**src/rtl/pipeline_pkg.sv**
```systemverilog
// Shared types and constants for the pipeline instruction-fetch stage.
package pipeline_pkg;

   typedef enum logic [1:0] {
      FETCH = 2'd0,
      HOLD  = 2'd1,
      DRAIN = 2'd2
   } if_state_t;

   localparam logic [31:0] NOP_INSTR        = 32'h0000_0000;
   localparam logic [31:0] RESET_PC_DEFAULT = 32'h0000_0000;

   // Sequential fetch step; wraps modulo 2^32 by construction.
   function automatic logic [31:0] next_pc(input logic [31:0] pc);
      return pc + 32'd4;
   endfunction

endpackage

```
**src/rtl/pipeline_if_stage_if_id_reg.sv**
```systemverilog
// IF/ID pipeline register. Priority: flush > hold > load > bubble.
module if_id_reg
   import pipeline_pkg::*;
(
   input  logic        clk,
   input  logic        rst_n,
   input  logic        i_hold,
   input  logic        i_flush,
   input  logic        i_load,
   input  logic [31:0] i_instr,
   input  logic [31:0] i_pc_plus4,
   output logic [31:0] o_instr,
   output logic [31:0] o_pc_plus4,
   output logic        o_valid
);

   logic [31:0] r_instr;
   logic [31:0] r_pc_plus4;
   logic        r_valid;

   // A bubble keeps the previous PC+4 so ID always sees a sane link value.
   always_ff @(posedge clk or negedge rst_n) begin
      if (!rst_n) begin
         r_instr    <= NOP_INSTR;
         r_pc_plus4 <= 32'h0;
         r_valid    <= 1'b0;
      end else if (i_flush) begin
         r_instr <= NOP_INSTR;
         r_valid <= 1'b0;
      end else if (i_hold) begin
         r_instr    <= r_instr;
         r_pc_plus4 <= r_pc_plus4;
         r_valid    <= r_valid;
      end else if (i_load) begin
         r_instr    <= i_instr;
         r_pc_plus4 <= i_pc_plus4;
         r_valid    <= 1'b1;
      end else begin
         r_instr <= NOP_INSTR;
         r_valid <= 1'b0;
      end
   end

   assign o_instr    = r_instr;
   assign o_pc_plus4 = r_pc_plus4;
   assign o_valid    = r_valid;

endmodule

```
**src/rtl/pipeline_if_stage.sv**
```systemverilog
// Instruction-fetch stage with skid buffer, redirect and drain of in-flight fetches.
// Optional debug outputs are enabled with PIPELINE_IF_DEBUG_EN.
module pipeline_if_stage
   import pipeline_pkg::*;
#(
   parameter logic [31:0] RESET_PC = RESET_PC_DEFAULT
) (
   input  logic        clk,
   input  logic        rst_n,
   output logic        imem_req,
   output logic [31:0] imem_addr,
   input  logic [31:0] imem_rdata,
   input  logic        imem_ready,
   input  logic        id_stall,
   input  logic        id_redirect,
   input  logic [31:0] id_redirect_target,
   output logic [31:0] id_instruction,
   output logic [31:0] id_pc_plus4,
   output logic        id_valid
`ifdef PIPELINE_IF_DEBUG_EN
   ,
   output logic [1:0]  debug_state,
   output logic [31:0] debug_fetch_addr,
   output logic [15:0] debug_flush_count
`endif
);

   // Handshake: a fetch completes on a cycle where imem_req=1 and imem_ready=1;
   // imem_addr stays put until then, and imem_rdata is only used on that cycle.
   if_state_t   r_state;
   logic [31:0] r_fetch_addr;
   logic [31:0] r_skid;
   logic [31:0] r_target;
   logic        r_req;

   logic        w_redir;
   logic        w_ready;
   logic [31:0] w_target;
   logic [31:0] w_addr_inc;
   logic        w_load;
   logic [31:0] w_load_instr;

   // Stall beats redirect: a redirect seen during a stall is ignored.
   assign w_redir    = id_redirect & ~id_stall;
   assign w_ready    = imem_ready & r_req;
   assign w_target   = id_redirect_target & ~32'd3;
   assign w_addr_inc = next_pc(r_fetch_addr);

   always_comb begin
      w_load       = 1'b0;
      w_load_instr = imem_rdata;
      case (r_state)
         FETCH: begin
            w_load       = w_ready;
            w_load_instr = imem_rdata;
         end
         HOLD: begin
            w_load       = 1'b1;
            w_load_instr = r_skid;
         end
         default: begin
            w_load       = 1'b0;
            w_load_instr = imem_rdata;
         end
      endcase
   end

   always_ff @(posedge clk or negedge rst_n) begin
      if (!rst_n) begin
         r_state      <= FETCH;
         r_fetch_addr <= RESET_PC;
         r_skid       <= 32'h0;
         r_target     <= 32'h0;
         r_req        <= 1'b0;
      end else begin
         case (r_state)
            FETCH: begin
               r_req <= 1'b1;
               if (w_redir) begin
                  // No outstanding request means the target can be fetched right away.
                  if (w_ready || !r_req) begin
                     r_fetch_addr <= w_target;
                  end else begin
                     r_target <= w_target;
                     r_state  <= DRAIN;
                  end
               end else if (id_stall) begin
                  if (w_ready) begin
                     r_skid  <= imem_rdata;
                     r_state <= HOLD;
                     r_req   <= 1'b0;
                  end
               end else if (w_ready) begin
                  r_fetch_addr <= w_addr_inc;
               end
            end
            HOLD: begin
               if (w_redir) begin
                  r_fetch_addr <= w_target;
                  r_state      <= FETCH;
                  r_req        <= 1'b1;
               end else if (!id_stall) begin
                  r_fetch_addr <= w_addr_inc;
                  r_state      <= FETCH;
                  r_req        <= 1'b1;
               end
            end
            DRAIN: begin
               r_req <= 1'b1;
               if (w_ready) begin
                  r_fetch_addr <= w_redir ? w_target : r_target;
                  r_state      <= FETCH;
               end else if (w_redir) begin
                  r_target <= w_target;
               end
            end
            default: begin
               r_state <= FETCH;
               r_req   <= 1'b0;
            end
         endcase
      end
   end

   if_id_reg u_if_id_reg (
      .clk        (clk),
      .rst_n      (rst_n),
      .i_hold     (id_stall),
      .i_flush    (w_redir),
      .i_load     (w_load),
      .i_instr    (w_load_instr),
      .i_pc_plus4 (w_addr_inc),
      .o_instr    (id_instruction),
      .o_pc_plus4 (id_pc_plus4),
      .o_valid    (id_valid)
   );

   assign imem_req  = r_req;
   assign imem_addr = r_fetch_addr;

`ifdef PIPELINE_IF_DEBUG_EN
   logic [15:0] r_flush_count;

   always_ff @(posedge clk or negedge rst_n) begin
      if (!rst_n) begin
         r_flush_count <= 16'h0;
      end else if (w_redir && (r_flush_count != 16'hFFFF)) begin
         r_flush_count <= r_flush_count + 16'd1;
      end
   end

   assign debug_state       = r_state;
   assign debug_fetch_addr  = r_fetch_addr;
   assign debug_flush_count = r_flush_count;
`endif

endmodule
```
**config.mk**
```make
export PLATFORM = sky130hd
export DESIGN_NAME = pipeline_if_stage
export DESIGN_NICKNAME = d
export VERILOG_FILES = /design/src/rtl/pipeline_pkg.sv /design/src/rtl/pipeline_if_stage_if_id_reg.sv /design/src/rtl/pipeline_if_stage.sv
export SDC_FILE = /design/constraint.sdc
export NUM_CORES = 1
export LEC_CHECK = 0
export CAP_MARGIN = 20
export CELL_PAD_IN_SITES_DETAIL_PLACEMENT = 1
export CELL_PAD_IN_SITES_GLOBAL_PLACEMENT = 2
export CORE_UTILIZATION = 35
export CTS_CLUSTER_DIAMETER = 80
export DETAILED_ROUTE_END_ITERATION = 7
export PLACE_DENSITY_LB_ADDON = 0.1
export REMOVE_ABC_BUFFERS = 1
export SYNTH_ARGS = -nofsm -noshare
export SYNTH_HDL_FRONTEND = slang
export SYNTH_SLANG_ARGS = --single-unit
```
**constraint.sdc**
```tcl
create_clock -name clk -period 3.1 [get_ports clk]
set_input_delay 0.465 -clock clk [delete_from_list [all_inputs] [get_ports clk]]
set_output_delay 0.465 -clock clk [all_outputs]
set_load 0.05 [all_outputs]
```
; ---- Word level (Yosys, flattened, before mapping)
; Cells that the tools add are included.
[totals]
ff_bits = 164
[op_classes]
n_addsub = 1
eq_ne = 13
n_mux = 35
bitwise = 4
reduce_logical = 10
[op_table]
columns = operator, count
row1 = 32-bit 2-to-1 mux, 15
row2 = 32-bit case mux with 3 select lines, 1
row3 = 32-bit case mux with 2 select lines, 1
row4 = "32-bit by 3-bit adder with 32-bit output, second input constant", 1
row5 = 2-bit 2-to-1 mux, 7
row6 = "3-bit by 2-bit inequality test with 1-bit output, second input constant", 4
row7 = 1-bit 2-to-1 mux, 8
row8 = 4-bit AND reduction, 2
row9 = "2-bit inequality test, second input constant", 3
row10 = "3-bit inequality test, second input constant", 2
row11 = 2-bit case mux with 3 select lines, 1
row12 = 6-bit AND reduction, 1
row13 = 5-bit AND reduction, 1
row14 = "2-bit by 1-bit inequality test with 1-bit output, second input constant", 2
row15 = 1-bit case mux with 3 select lines, 1
row16 = 3-bit AND reduction, 1
row17 = 3-bit nonzero test, 1
row18 = 1-bit AND, 2
row19 = "2-bit by 1-bit equality test with 1-bit output, second input constant", 1
row20 = "2-bit equality test, second input constant", 1
row21 = 2-bit logical NOT, 1
row22 = 1-bit NOT, 2
row23 = 1-bit case mux with 2 select lines, 1
row24 = 2-bit nonzero test, 1
row25 = 2 further kinds, 2

; ---- Logic depth before layout (Yosys ltp)
; Gate-level depths: netlist of the first run.
[depth]
ltp_word = 5
depth_mapped = 11
mapped_depth_nobuf = 7

; ---- By module
; A second synthesis of the first run with hierarchy kept.
[hier_totals]
hier_cells = 765
area_unflattened_um2 = 8354.3
[by_module_without_submodules]
columns = mod, n_inst, cells_each, area_each_um2, seq_area_each_um2
row1 = pipeline_if_stage, 1, 551, 5718.0, 2477.4
row2 = if_id_reg, 1, 214, 2636.3, 1626.6

; ---- Least setup slack after synthesis of the first run
; Ideal clock, no wire load.
[synth_timing]
path_type = register to register
startpoint = register r_fetch_addr[4], in the netlist imem_addr[4]
endpoint = register r_fetch_addr[27], in the netlist imem_addr[27]
t_arrival_ns = 2.069
t_required_ns = 3.018
path_slack_ns = 0.949
stages_incl_launch_ff = 7
cell_sequence = dfrtp_1 nand4_4 nor4_4 buf_6 nand4_2 o31a_1 o22ai_2
[synth_between]
elab_chain_cells = 5
elab_cells_between_ends = 7
[synth_lines]
columns = item, line
row1 = "start, declared", pipeline_if_stage.sv:31  ; logic [31:0] r_fetch_addr;
row2 = "start signal, assigned", pipeline_if_stage.sv:82  ; r_fetch_addr <= w_target;
row3 = "start signal, assigned", pipeline_if_stage.sv:94  ; r_fetch_addr <= w_addr_inc;
row4 = "start signal, assigned", pipeline_if_stage.sv:99  ; r_fetch_addr <= w_target;
row5 = 32-bit by 3-bit adder with 32-bit output (*), pipeline_pkg.sv:15  ; return pc + 32'd4;
row6 = 32-bit 2-to-1 mux, pipeline_if_stage.sv:93  ; end else if (w_ready) begin
row7 = 32-bit 2-to-1 mux, pipeline_if_stage.sv:87  ; end else if (id_stall) begin
row8 = 32-bit 2-to-1 mux, pipeline_if_stage.sv:79  ; if (w_redir) begin
row9 = 32-bit case mux with 3 select lines (*), pipeline_if_stage.sv:76  ; case (r_state)
; Every way passes the cells marked *; elsewhere a longest branch is shown, timed or not. The select of a mux whose other input is x is not followed.
; A chain may end at the register's enable or synchronous reset.

; ---- Final worst setup path of the first run
[layout_timing]
startpoint = register r_state[0]
endpoint = register r_fetch_addr[12], in the netlist imem_addr[12]
[layout_between]
elab_chain_cells = 3
elab_cells_between_ends = 11
[layout_lines]
columns = item, line
row1 = "start, declared", pipeline_if_stage.sv:30  ; if_state_t r_state;
row2 = "start signal, assigned", pipeline_if_stage.sv:70  ; r_state <= FETCH;
row3 = "start signal, assigned", pipeline_if_stage.sv:85  ; r_state <= DRAIN;
row4 = "start signal, assigned", pipeline_if_stage.sv:90  ; r_state <= HOLD;
row5 = "2-bit by 1-bit equality test with 1-bit output, or another cell as far along", pipeline_if_stage.sv:76
row6 = "3-bit by 2-bit inequality test with 1-bit output (no line), or another cell as far along", -
row7 = 6-bit AND reduction (no line), -
; Parallel ways exist; a longest one is shown, timed or not.

==> impl_metrics.env, run 1 <==
export IMPL_syn_instance_count=761
export IMPL_cts_tree="done"
export IMPL_drv_slew=0
export IMPL_timing_hold_violations_final=0
export IMPL_gr_total_overflow=0
export IMPL_setup_ws_ns=0.698
export IMPL_post_layout_total_power_mw=11.5
export IMPL_cp_cell_sequence="inv_1, ha_1, clkinv_1, nand2_2, buf_12, nor2_1, a221oi_1, o2bb2ai_1"
export IMPL_grtUsageTotal=0.210
export IMPL_rsz0062_at_grt="false"
export IMPL_setup_viol=0
export IMPL_clkTransAtPathRegs_ns=0.07
export IMPL_tns_ns=0
export IMPL_finalCriticalPeriod_ns=2.40
export IMPL_via_count=6439
export IMPL_final_period_utilization=0.775
export IMPL_number_of_global_route_vias_before_repair=6943
export IMPL_clk_latency_ns=0.43
export IMPL_area_growth_pct=31.5
export IMPL_synth_cell_types=54
export IMPL_die_width_um=153
export IMPL_place_hpwl_um=15900
export IMPL_cts_num_sinks=164
export IMPL_violations_in_the_final_reports="design-rule violations"
export IMPL_worst_r2r_setup_slack_ns=0.70
export IMPL_finalNetCount=985
export IMPL_holdBufCountCts=0
export IMPL_fmax_ghz=0.416
export IMPL_placement_io_buffers=164
export IMPL_layout_cells_most_common="sky130_fd_sc_hd__dfrtp_1"
export IMPL_worst_ep_arrival_time_ns=2.71
export IMPL_ys_top_cells_by_area="sky130_fd_sc_hd__dfrtp_1 52%, sky130_fd_sc_hd__mux2_2 8.4%, sky130_fd_sc_hd__o21ai_0 5.9%"
export IMPL_drt_first_pass_iters=6
export IMPL_cap_violations=0
export IMPL_slowest_stage="sky130_fd_sc_hd__dfrtp_1"
export IMPL_detailed_place_area_sq_mm=0.00988
export IMPL_stdcell_area_sq_mm=0.0105
export IMPL_remaining_drc_errors=30
export IMPL_drt_antenna_violating_nets=0
export IMPL_design_core_area_sq_mm=0.0220
export IMPL_power_per_cell_area_mw_per_mm2=1090
export IMPL_synth_edf_count=0
export IMPL_critical_path_max_stage_delay_ns=0.42
export IMPL_first_pass_grt_wire_length_um=38300
export IMPL_crit_path_end_kind="register"
export IMPL_drt_via_density=5.34
export IMPL_cts_htree_levels=4
export IMPL_synth_warning_count=0
export IMPL_placement_setup_worst_slack_ns=0.311
export IMPL_worst_slew_margin_rel=0.498
export IMPL_fp_row_count=54
export IMPL_tightestPinTransition_ns=0.753
export IMPL_resize_count_post_cts=0
export IMPL_synth_top_area_cell="sky130_fd_sc_hd__dfrtp_1"
export IMPL_crit_family="buffers and inverters"
export IMPL_synth_async_sr_flop_share=1.00
export IMPL_setup_buffers_after_cts=0
export IMPL_ios=167
export IMPL_cts_buffers=17
export IMPL_outcome="finished, violations left"
export IMPL_sequential_cell_area_fraction_in_the_yosys_report=0.516
export IMPL_clk_root_buffer_cell="sky130_fd_sc_hd__clkbuf_16"
export IMPL_ff2ff_path_depth=8
export IMPL_post_synth_cell_area_avg_sq_um=10.5
export IMPL_die_h_um=153
export IMPL_mappedNetlistArea_sq_mm=0.00795
export IMPL_synth_top_cell_area_share=0.516
export IMPL_critical_path_max_fanout=24
export IMPL_ys_ff_latch=164
export IMPL_numPlacedInstances=1172
export IMPL_first_iter_violations=250
export IMPL_max_clock_path_buffers=2
export IMPL_total_leakage_power_nw=4.38
export IMPL_post_drt_wl_per_cell_um=19.6
export IMPL_finalNonFillerCells=1205
export IMPL_route_final_wire_length_um=23700
export IMPL_worstPathRequired_ns=3.40
export IMPL_criticalPathCategory="reg -> reg"
export IMPL_prevailing_post_synth_register_cell="sky130_fd_sc_hd__dfrtp_1"
export IMPL_setup_skew_after_layout_ns=0.0142
export IMPL_worstSetupStartpointType="register"
export IMPL_launch_point_of_the_worst_reg_to_reg_path="r_state[0]"
export IMPL_final_layout_size_suffix_gt1_frac=0.144
export IMPL_die_area_sq_mm=0.0233
export IMPL_start_util=0.361
export IMPL_vdd_ir_drop_worst_mv=0.680
export IMPL_final_cell_mix="164 x sky130_fd_sc_hd__dfrtp_1, 163 x sky130_fd_sc_hd__clkdlybuf4s50_1, 103 x sky130_fd_sc_hd__nand2_1"
export IMPL_grt_antenna_before_repair=0
export IMPL_grt_start_max_net_pins=77
export IMPL_buffering_stage_count_on_the_worst_path_with_inverters_included=3
export IMPL_holdCritPathClass="in -> async"
export IMPL_gp_routability_congestion=0.808
export IMPL_worstReg2RegEnd="imem_addr[12]"
[state kept, by name, summed over array words and instances (netlist names)]
name and count:
r_target 32, r_state 2, u_if_id_reg.o_pc_plus4 32, imem_addr 32, u_if_id_reg.o_valid 1, imem_req 1, r_skid 32, u_if_id_reg.o_instr 32
[power breakdown]
group	internal [mW]	switching, mW
registers	3.05	0.763
logic	2.08	3.48
clock network	1.16	0.928
[worst register-to-register path, stage by stage (launching register included)]
cell and delay (ns):
sky130_fd_sc_hd__dfrtp_1 0.42, sky130_fd_sc_hd__inv_1 0.13, sky130_fd_sc_hd__ha_1 0.31, sky130_fd_sc_hd__clkinv_1 0.40
sky130_fd_sc_hd__nand2_2 0.37, sky130_fd_sc_hd__buf_12 0.22, sky130_fd_sc_hd__nor2_1 0.06, sky130_fd_sc_hd__a221oi_1 0.29
sky130_fd_sc_hd__o2bb2ai_1 0.10
[worst max path at each step]
stage                from                         end  cells past startpoint
3_5_place_dp     id_stall               imem_addr[12]                      6
4_1_cts        r_state[0]               imem_addr[12]                      8
3_3_place_gp     id_stall               imem_addr[28]                      6
5_1_grt        r_state[0]               imem_addr[12]                      8
2_1_floorplan  r_state[1]  u_if_id_reg.o_pc_plus4[10]                      6
6_report       r_state[0]               imem_addr[12]                      8
[metrics by stage]
step	util	hold slack, ns
6_report	0.475	0.0628
5_1_grt	0.475	0.121
4_1_cts	0.475	0.0935
3_5_place_dp	0.449	0.471
3_3_place_gp	0.449	0.464
2_1_floorplan	-	0.169
[logic make-up after synthesis]
| group | share of synthesized area |
|---|---|
| xor+xnor | 0.0308 |
| compound gates | 0.134 |
| fa+ha+maj | 0.00787 |
| flops | 0.516 |
| mux | 0.131 |
| simple gates | 0.138 |
| buf+inv | 0.0430 |
[Yosys cell counts (9+ instances only)]
cell type / number
sky130_fd_sc_hd__nand3_1: 20
sky130_fd_sc_hd__dfrtp_1: 164
sky130_fd_sc_hd__and3_1: 15
sky130_fd_sc_hd__nor2_1: 30
sky130_fd_sc_hd__a21oi_1: 36
sky130_fd_sc_hd__o31a_1: 11
sky130_fd_sc_hd__mux2i_1: 34
sky130_fd_sc_hd__inv_1: 14
sky130_fd_sc_hd__nand2_1: 103
sky130_fd_sc_hd__clkbuf_1: 33
sky130_fd_sc_hd__nand4_1: 9
sky130_fd_sc_hd__o21ai_0: 94
sky130_fd_sc_hd__mux2_2: 59
sky130_fd_sc_hd__xnor2_1: 21
[per-layer routing]
metal  routed length, um  part of all wire  track usage
met5                   0                 0            0
met4                 220            0.0093       0.0582
met3                1270             0.054       0.0395
met2               11500              0.48        0.352
met1               10700              0.45        0.276
[layout make-up]
| type | instances | area, sq um |
|---|---|---|
| antenna | 1 | 2.50 |
| timing repair buffer | 185 | 1850 |
| clock inverter | 13 | 123 |
| tap | 280 | 350 |
| clock buffer | 19 | 453 |
| sequential | 164 | 4100 |
| multi-input combinational | 528 | 3520 |
| fill | 2400 | 11600 |
| inverter | 15 | 56.3 |
No activity file was read; power rests on OpenSTA's default activity.
==> run 2, diff against run 1 <==
Settings changed: CORE_UTILIZATION 35 to 32.
Clock period 3.1 ns to 2.5 ns, I/O delays scaled along.
==> impl_metrics.env, run 2 (synthesis gave the netlist of run 1 again) <==
export IMPL_cts_tree="done"
export IMPL_crit_family="simple AND/OR/NAND/NOR gates"
export IMPL_die_h_um=160
export IMPL_clk_root_buffer_cell="sky130_fd_sc_hd__clkbuf_16"
export IMPL_rsz0062_at_grt="false"
export IMPL_holdCritPathClass="in -> async"
export IMPL_outcome="complete, no violations"
export IMPL_setup_ws_ns=0.188
export IMPL_power_per_cell_area_mw_per_mm2=1340
export IMPL_grt_antenna_before_repair=0
export IMPL_tightestPinTransition_ns=0.758
export IMPL_post_drt_wl_per_cell_um=18.6
export IMPL_finalNonFillerCells=1253
export IMPL_first_pass_grt_wire_length_um=38300
export IMPL_worst_slew_margin_rel=0.490
export IMPL_area_growth_pct=33.6
export IMPL_cts_buffers=17
export IMPL_finalCriticalPeriod_ns=2.31
export IMPL_post_route_util=0.437
export IMPL_grtUsageTotal=0.192
export IMPL_timing_hold_violations_final=0
export IMPL_n_antenna_cell=0
export IMPL_critical_path_max_fanout=32
export IMPL_route_final_wire_length_um=23400
export IMPL_first_iter_violations=277
export IMPL_buffering_stage_count_on_the_worst_path_with_inverters_included=2
export IMPL_drt_antenna_violating_nets=0
export IMPL_clkTransAtPathRegs_ns=0.07
export IMPL_switching_share=0.453
export IMPL_design_core_area_sq_mm=0.0243
export IMPL_clk_latency_ns=0.43
export IMPL_die_width_um=160
export IMPL_cts_num_sinks=164
export IMPL_placement_setup_worst_slack_ns=0.131
export IMPL_fp_row_count=57
export IMPL_vdd_ir_drop_worst_mv=0.580
export IMPL_cts_htree_levels=4
export IMPL_critical_path_max_stage_delay_ns=0.54
export IMPL_gp_routability_congestion=0.785
export IMPL_power_internal_mw=7.79
export IMPL_finalNetCount=990
export IMPL_cap_violations=0
export IMPL_setup_viol=0
export IMPL_resize_count_post_cts=0
export IMPL_ios=167
export IMPL_tns_ns=0
export IMPL_worstPathRequired_ns=2.81
export IMPL_worst_ep_arrival_time_ns=2.62
export IMPL_post_layout_total_power_mw=14.2
export IMPL_cp_cell_sequence="inv_1, ha_1, nor2_1, or4_1, buf_12, mux2_1"
export IMPL_grt_start_max_net_pins=66
export IMPL_gr_total_overflow=0
export IMPL_drv_slew=0
export IMPL_final_layout_size_suffix_gt1_frac=0.147
export IMPL_drt_first_pass_iters=4
export IMPL_final_cell_mix="164 x sky130_fd_sc_hd__dfrtp_1, 163 x sky130_fd_sc_hd__clkdlybuf4s50_1, 103 x sky130_fd_sc_hd__nand2_1"
export IMPL_setup_buffers_after_cts=0
export IMPL_share_comb_of_total_power=0.491
export IMPL_fmax_ghz=0.433
export IMPL_drt_via_density=5.09
export IMPL_slowest_stage="sky130_fd_sc_hd__or4_1"
export IMPL_number_of_global_route_vias_before_repair=6897
export IMPL_power_clock_fraction=0.179
export IMPL_via_count=6376
export IMPL_setup_skew_after_layout_ns=0.0139
export IMPL_holdBufCountCts=1
export IMPL_layout_cells_most_common="sky130_fd_sc_hd__dfrtp_1"
export IMPL_placement_io_buffers=164
export IMPL_max_clock_path_buffers=2
export IMPL_total_leakage_power_nw=4.44
export IMPL_start_util=0.327
export IMPL_power_sequential_fraction=0.330
export IMPL_remaining_drc_errors=0
export IMPL_final_period_utilization=0.925
export IMPL_power_switching_mw=6.45
export IMPL_worstSetupStartpointType="register"
export IMPL_die_area_sq_mm=0.0255
export IMPL_numPlacedInstances=1220
export IMPL_crit_path_end_kind="register"
export IMPL_place_hpwl_um=15500
export IMPL_num_fill_cells=2641
export IMPL_criticalPathCategory="reg -> reg"
## run 2: cell count changes in the layout (fill, tap and decap cells not counted), sizes merged, moves of 2 or more
cell	previous run	this run
clkbuf	19	17
inv	18	24
buf	22	26
clkinvlp	4	2
## run 2: final timing paths
path                       slack [ns]                      start                   endpoint  cells after the start
setup / recovery                 0.19                 r_state[1]               r_target[30]                      6
hold / removal                   0.32                      rst_n    u_if_id_reg.o_instr[21]                      2
setup reg to reg                 0.19                 r_state[1]               r_target[30]                      6
hold reg to reg                  0.48  u_if_id_reg.o_pc_plus4[8]  u_if_id_reg.o_pc_plus4[8]                      2
max in group asynchronous        1.53                      rst_n               imem_addr[3]                      3
min in group clk                 0.48  u_if_id_reg.o_pc_plus4[8]  u_if_id_reg.o_pc_plus4[8]                      2
## run 2: area by class of cell
type	count	area, sq um	area share
flip-flops and latches	164	4100	0.386
multi-input cells	528	3520	0.331
repair buffers	190	1980	0.186
clock buffers	17	425	0.0400
well taps	324	405	0.0382
clock inverters	15	135	0.0127
inverters	15	56.3	0.00530
## run 2: through the flow
stage | hold WS (ns) | instance area [sq um]
2_1_floorplan | 0.0794 | 7670
3_3_place_gp | 0.197 | 10100
4_1_cts | 0.301 | 10600
6_report | 0.315 | 10600
3_5_place_dp | 0.199 | 10100
5_1_grt | 0.313 | 10600
## run 2: metal layers
layer / part of all wire / global-route usage / wire length [um]
met5: 0 / 0 / 0
met2: 0.48 / 0.314 / 11200
met1: 0.47 / 0.255 / 10900
met3: 0.038 / 0.0384 / 880
met4: 0.015 / 0.0599 / 346
## run 2: power groups by stage
stage / sequential [mW] / clock [mW] / combinational (mW)
final: 4.70 / 2.55 / 6.99
after global routing: 4.87 / 2.75 / 7.51
after CTS: 4.72 / 2.65 / 7.09
after detailed placement: 4.76 / 0 / 7.07
after global placement: 4.67 / 0 / 6.91
after floorplan: 6.59 / 0 / 2.53
==> run 3, diff against run 2 <==
Settings changed: CAP_MARGIN 20 to not set, CTS_BUF_LIST set to sky130_fd_sc_hd__clkbuf_4 sky130_fd_sc_hd__clkbuf_8 sky130_fd_sc_hd__clkbuf_16.
==> results of run 3 <==
No change in the layout: final DEF, timing and power equal those of run 2.
